--- config.mk ---
export PLATFORM = sky130hd
export DESIGN_NAME = button_events
export DESIGN_NICKNAME = d
export VERILOG_FILES = /design/src/rtl/btn_pkg.sv /design/src/rtl/button_events.sv
export SDC_FILE = /design/constraint.sdc
export NUM_CORES = 1
export LEC_CHECK = 0
export BUFFER_PORTS_ARGS = -buffer_cell sky130_fd_sc_hd__buf_4
export CORE_UTILIZATION = 45
export CTS_CLUSTER_DIAMETER = 60
export CTS_CLUSTER_SIZE = 28
export DETAILED_ROUTE_END_ITERATION = 10
export PLACE_DENSITY_LB_ADDON = 0.05
export REMOVE_ABC_BUFFERS = 1
export SLEW_MARGIN = 15
export SYNTH_ARGS = -nofsm -noshare
export SYNTH_HDL_FRONTEND = slang
export SYNTH_SLANG_ARGS = --single-unit
--- constraint.sdc ---
create_clock -name clk -period 5.9 [get_ports clk]
set_input_delay 0.295 -clock clk [delete_from_list [all_inputs] [get_ports clk]]
set_output_delay 0.295 -clock clk [all_outputs]
set_load 0.02 [all_outputs]
--- src/rtl/btn_pkg.sv ---
// Shared types and helpers for the button event decoder.
package btn_pkg;

   typedef enum logic [1:0] {
      StIdle,
      StPressed,
      StLong
   } btn_state_e;

   // Width that holds every count up to max(a, b) - 1; never narrower than 1 bit.
   function automatic int unsigned cnt_width(input int unsigned a, input int unsigned b);
      int unsigned m;
      int unsigned w;
      m = (a > b) ? a : b;
      w = $clog2(m);
      return (w == 0) ? 1 : w;
   endfunction

endpackage

--- src/rtl/button_events.sv ---
// Turns a debounced button level into one-cycle press/release/click/long/repeat strobes.
module button_events
   import btn_pkg::*;
#(
   parameter int unsigned LONG_CYCLES   = 12_500_000,
   parameter int unsigned REPEAT_CYCLES = 2_500_000,
   parameter int unsigned REPEAT_EN     = 1
) (
   input  logic clk,
   input  logic rst_n,
   input  logic level,
   output logic held,
   output logic press_pulse,
   output logic release_pulse,
   output logic click,
   output logic long_pulse,
   output logic repeat_pulse
);

   localparam int unsigned CntW = cnt_width(LONG_CYCLES, REPEAT_CYCLES);
   localparam logic [CntW-1:0] LongLast = CntW'(LONG_CYCLES - 1);
   localparam logic [CntW-1:0] RepLast  = CntW'(REPEAT_CYCLES - 1);

   if (LONG_CYCLES < 2) begin : g_bad_long
      $error("button_events: LONG_CYCLES must be >= 2");
   end
   if (REPEAT_CYCLES < 1) begin : g_bad_repeat
      $error("button_events: REPEAT_CYCLES must be >= 1");
   end
   if (REPEAT_EN > 1) begin : g_bad_repeat_en
      $error("button_events: REPEAT_EN must be 0 or 1");
   end

   btn_state_e    state_q, state_d;
   logic [CntW-1:0] cnt_q, cnt_d;
   logic          level_q;
   logic          press_q, press_d;
   logic          release_q, release_d;
   logic          click_q, click_d;
   logic          long_q, long_d;
   logic          repeat_q, repeat_d;

   always_comb begin
      state_d   = state_q;
      cnt_d     = cnt_q;
      press_d   = 1'b0;
      release_d = 1'b0;
      click_d   = 1'b0;
      long_d    = 1'b0;
      repeat_d  = 1'b0;
      case (state_q)
         StIdle: begin
            if (level && !level_q) begin
               press_d = 1'b1;
               cnt_d   = '0;
               state_d = StPressed;
            end
         end
         StPressed: begin
            // Release is checked first so it beats a coincident terminal count.
            if (!level) begin
               release_d = 1'b1;
               click_d   = 1'b1;
               cnt_d     = '0;
               state_d   = StIdle;
            end else if (cnt_q == LongLast) begin
               long_d  = 1'b1;
               cnt_d   = '0;
               state_d = StLong;
            end else begin
               cnt_d = cnt_q + CntW'(1);
            end
         end
         StLong: begin
            if (!level) begin
               release_d = 1'b1;
               cnt_d     = '0;
               state_d   = StIdle;
            end else if (REPEAT_EN != 0) begin
               if (cnt_q == RepLast) begin
                  repeat_d = 1'b1;
                  cnt_d    = '0;
               end else begin
                  cnt_d = cnt_q + CntW'(1);
               end
            end
         end
         default: begin
            cnt_d   = '0;
            state_d = StIdle;
         end
      endcase
   end

   always_ff @(posedge clk or negedge rst_n) begin
      if (!rst_n) begin
         state_q   <= StIdle;
         cnt_q     <= '0;
         level_q   <= 1'b0;
         press_q   <= 1'b0;
         release_q <= 1'b0;
         click_q   <= 1'b0;
         long_q    <= 1'b0;
         repeat_q  <= 1'b0;
      end else begin
         state_q   <= state_d;
         cnt_q     <= cnt_d;
         level_q   <= level;
         press_q   <= press_d;
         release_q <= release_d;
         click_q   <= click_d;
         long_q    <= long_d;
         repeat_q  <= repeat_d;
      end
   end

   assign held          = level_q;
   assign press_pulse   = press_q;
   assign release_pulse = release_q;
   assign click         = click_q;
   assign long_pulse    = long_q;
   assign repeat_pulse  = repeat_q;

endmodule

### Word level (Yosys, flattened, before mapping)

Cells that the tools add are included.

| storage, ports and cells | value |
|---|---|
| register bits | 32 |
| input port bits | 3 |
| output and inout bits | 6 |

| cells by class | value |
|---|---|
| $add $sub $neg | 1 |
| equality and inequality tests | 7 |
| mux-type cells | 22 |
| reductions and logical operators | 5 |

Operators by type and width:

| kind | count |
|---|---|
| 2-to-1 mux 24 bit | 5 |
| case mux 24 bit (3 select lines) | 1 |
| adder 24 x 1 -> 24 bit, second input constant | 1 |
| == test 24 x 22 -> 1 bit, second input constant | 1 |
| == test 24 bit, second input constant | 1 |
| 2-to-1 mux 1 bit | 11 |
| 2-to-1 mux 2 bit | 4 |
| case mux 2 bit (3 select lines) | 1 |
| inequality test 2 bit, second input constant | 2 |
| inequality test 3 bit, second input constant | 1 |
| AND reduction 3 bit | 1 |
| == test 2 x 1 -> 1 bit, second input constant | 1 |
| == test 2 bit, second input constant | 1 |
| zero test 2 bit | 1 |
| OR reduction 2 bit | 1 |
| logical AND 1 bit | 1 |
| zero test 1 bit | 1 |

### Logic depth before layout (Yosys ltp)

| logic depth | value |
|---|---|
| depth after elaboration | 4 |
| depth in mapped cells | 7 |
| gate-level depth less buffers | 6 |

### Worst setup path before layout

No wires, ideal clock.

| timing | value |
|---|---|
| kind | reg2reg |
| start point | register cnt_q[9] |
| end point | register cnt_q[3] |
| data arrival time | 1815 ps |
| required time | 5766 ps |
| slack | 3951 ps |
| stages on the path, launching flop included | 7 |
| path buffers | 1 |
| cell sequence | dfrtp_1 > or4b_4 > nor3_4 > a41oi_2 > o21ai_2 > buf_4 > o211ai_1 |

| on the way | value |
|---|---|
| cells in the longest elaborated chain, start to end | 4 |
| elaborated cells on any way between the ends | 7 |
| those cells by class | eq/ne (2); mux (5) |

RTL lines:

| element | RTL line | source |
|---|---|---|
| start: declaration | button_events.sv:35 | `logic [CntW-1:0] cnt_q, cnt_d;` |
| start signal: assignment | button_events.sv:107 | `cnt_q <= cnt_d;` |
| == test 24 x 22 -> 1 bit / == test 24 bit (equally long branches) | button_events.sv:80, button_events.sv:66 |  |
| 2-to-1 mux 24 bit, on equally long branches | button_events.sv:80, button_events.sv:66 |  |
| 2-to-1 mux 24 bit, on equally long branches | button_events.sv:75, button_events.sv:61 |  |
| case mux 24 bit (3 select lines) * | button_events.sv:51 | `case (state_q)` |

Every way passes the cells marked *; elsewhere a longest branch is shown, timed or not.
A chain may end at the register's enable or synchronous reset.

### Final worst setup path

| timing | value |
|---|---|
| start point | register cnt_q[0] |
| end point | register cnt_q[3] |

| on the way | value |
|---|---|
| cells in the longest elaborated chain, start to end | 4 |
| elaborated cells on any way between the ends | 8 |
| those cells by class | add/sub (1); eq/ne (2); mux (5) |

RTL lines:

| element | RTL line |
|---|---|
| adder 24 x 1 -> 24 bit, or another cell as far along | button_events.sv:71, button_events.sv:84 |
| 2-to-1 mux 24 bit, on equally long branches | button_events.sv:80, button_events.sv:66 |
| 2-to-1 mux 24 bit, on equally long branches | button_events.sv:75, button_events.sv:61 |
| case mux 24 bit (3 select lines) * | button_events.sv:51 |

Marks and branches as above.

==> metrics.md <==
| Metric | Value |
|---|---|
| Final Hold Viols | `0` |
| Post-synthesis adder-cell area fraction | `2.86%` |
| Clock Latency Late Sink | `0.28 ns` |
| Worst Path Required | `6.02 ns` |
| Routed vias | `1384` |
| Site Rows | `22` |
| Number of CTS-inserted buffers | `5` |
| Synth Cell Area | `0.00175 sq mm` |
| Fillers | `349` |
| Dpl hpwl | `2650 um` |
| Maximum vdd drop | `0.0972 mV` |
| Register area share after synthesis | `45.8%` |
| Biggest area consumer among synthesized cells | `dfrtp_1` |
| Post-synth top area share | `45.8%` |
| GRT Total Usage | `20.3%` |
| Worst EP arrival | `2.80 ns` |
| Pwr/cell area | `266 mW/mm^2` |
| WS Path Type | `reg2reg` |
| Synth cell types | `39` |
| Starting Density | `47.4%` |
| WHS | `0.163 ns` |
| ANT nets after route | `0` |
| Die Wd | `64.3 um` |
| YS warnings | `0` |
| DR pass1 iterations | `4` |
| N_diodes | `0` |
| Synth Register Bits | `32` |
| GRT overflow | `0` |
| Worst setup EP type | `flop` |
| Vias in the first global route | `1282` |
| Synth area leaders | `dfrtp_1, xor2_1, nand2_1` |
| Core Area | `0.00369 sq mm` |
| Fin crit share | `45.3%` |
| Final Max Slew Viols | `0` |
| Max-cap check violation count | `0` |
| Commonest non-fill, non-tap cells in the layout | `dfrtp_1, nand2_1, a21oi_1` |
| Layout cells sized above 1 | `11.7%` |
| Drt initial violations | `167` |
| Crit Path Max Fanout | `20` |
| Root buf cell | `clkbuf_8` |
| CP max stage delay | `0.80 ns` |
| Final core utilization | `52.6%` |
| Final instance area | `0.00194 sq mm` |
| GPL Wtd Cong | `0.779` |
| Clock transition at the registers of the reported paths | `0.07 ns` |
| Post-Synth XOR/XNOR Area | `8.02%` |
| Pleak | `0.781 nW` |
| CTS H-Tree Depth | `2` |
| DR WL/cell | `16.0 um` |
| Pin count of the biggest net entering global routing | `33` |
| First-pass GRT wire length | `6290 um` |
| CP bufs+invs | `0` |
| Area Growth Syn to Fin | `11.0%` |
| FMAX | `0.374 GHz` |
| Skew final | `0.00448 ns` |
| Compound-Gate Fraction of Synth Area | `17.0%` |
| Setup TNS | `0 ns` |
| Syn Inst Count | `179` |
| Total clock sinks | `32` |
| Ports | `9` |
| Crit path launch type | `flop` |
| Crit path cell chain | `ha_1 -> nand4_1 -> nor3_4 -> a41oi_2 -> o21ai_2 -> o211ai_1` |
| Max_slew headroom | `25.8%` |
| # setup viols final | `0` |
| Slew @ Worst Pin | `1.11 ns` |
| Routed wire length | `3770 um` |
| Initial antenna violation count | `0` |
| Die footprint | `0.00414 sq mm` |
| Slowest CP cell | `o21ai_2` |
| Status | `finished, final reports clean` |
| Post-route minimum period | `2.67 ns` |
| Nets | `195` |
| Post-CTS setup buffers | `0` |
| Mapped Avg Cell Area | `9.76 sq um` |
| DRC viols | `0` |
| Largest family of logic cells by synthesized area | `simple AND/OR/NAND/NOR gates` |
| Clk buf depth | `2` |
| Die H | `64.3 um` |
| CTS tree | `done` |
| RSZ-0062 raised after global routing | `false` |
| Hold crit path type | `in2reg` |
| Port Buffers | `8` |
| Cell family with most CP delay | `compound AO/OA/AOI/OAI gates` |
| Post-place instance area | `0.00183 sq mm` |
| Mux share of post-synthesis cell area | `0%` |
| Commonest non-fill, non-tap cell in the layout | `dfrtp_1` |
| Vias/cell | `5.86` |
| Simple-Gate Fraction of Synth Area | `22.8%` |
[per-layer routing]
layer  part of all wire [%]  up-vias  track usage [%]
met5                      0        -                0
met4                   0.93        0             6.67
met3                    3.2        4             5.00
met2                     50       27             33.6
met1                     46      680             25.9
li1                       -      673                -
[sequential cells by signal (all words and copies together) (netlist names)]
name           count
repeat_pulse       1
long_pulse         1
cnt_q             24
release_pulse      1
state_q            2
click              1
press_pulse        1
held               1
[synth_stat cells, drive strengths merged]
master / n
and4: 1
nand4b: 2
o21ai: 5
nor2: 7
inv: 7
a31oi: 1
nor3: 5
o311ai: 4
o211ai: 6
or4b: 1
clkbuf: 4
a211oi: 2
and3: 3
o21a: 1
ha: 4
nand4: 10
dfrtp: 32
nor4bb: 1
a41oi: 2
nor4b: 1
or3: 1
o2111ai: 3
buf: 3
xor2: 13
nor2b: 3
a21oi: 16
nand3: 12
xnor2: 3
nand2b: 1
and2: 2
nand2: 22
and4b: 1
[report_power, final]
| group | leakage, nW | switching (mW) | internal [mW] |
|---|---|---|---|
| clock network | 0.0503 | 0.0759 | 0.104 |
| registers | 0.441 | 0.00532 | 0.229 |
| logic | 0.289 | 0.0751 | 0.0266 |
[worst paths after layout]
path / startpoint / endpoint / slack, ns / depth (start not counted)
setup / recovery: cnt_q[0]$_DFFE_PN0P_ / cnt_q[3]$_DFFE_PN0P_ / 3.23 / 6
hold / removal: level / held$_DFF_PN0_ / 0.16 / 1
setup reg to reg: cnt_q[0]$_DFFE_PN0P_ / cnt_q[3]$_DFFE_PN0P_ / 3.23 / 6
hold reg to reg: cnt_q[1]$_DFFE_PN0P_ / cnt_q[1]$_DFFE_PN0P_ / 0.52 / 2
max in group asynchronous: rst_n / long_pulse$_DFF_PN0_ / 5.13 / 2
min in group asynchronous: rst_n / cnt_q[2]$_DFFE_PN0P_ / 0.48 / 2
[stage by stage]
| stage | std cells | total power [mW] | setup slack [ns] |
|---|---|---|---|
| final | 236 | 0.515 | 3.23 |
| after global routing | 236 | 0.542 | 3.04 |
| after CTS | 236 | 0.521 | 3.26 |
| after detailed placement | 228 | 0.339 | 3.28 |
| after global placement | 228 | 0.337 | 3.36 |
| after floorplan | 172 | 0.304 | 3.71 |
[kinds of logic after synthesis]
| logic type | Yosys count |
|---|---|
| simple gates | 73 |
| compound gates | 40 |
| flops | 32 |
| xor+xnor | 16 |
| buf+inv | 14 |
| fa+ha+maj | 4 |
[what timing repair did]
item | in CTS | in global routing
hold buffers | 1 | 0
hold endpoints to repair | 32 | 0
resized for setup | 0 | 0
[layout make-up]
cell class,instances,area (sq um),area share (%)
inverters,7,26.3,1.35
repair buffers,9,70.1,3.61
flip-flops and latches,32,801,41.3
clock buffers,7,96.3,4.96
well taps,48,60.1,3.09
multi-input cells,133,887,45.7
Note: power is estimated with default switching activity, not from simulation.
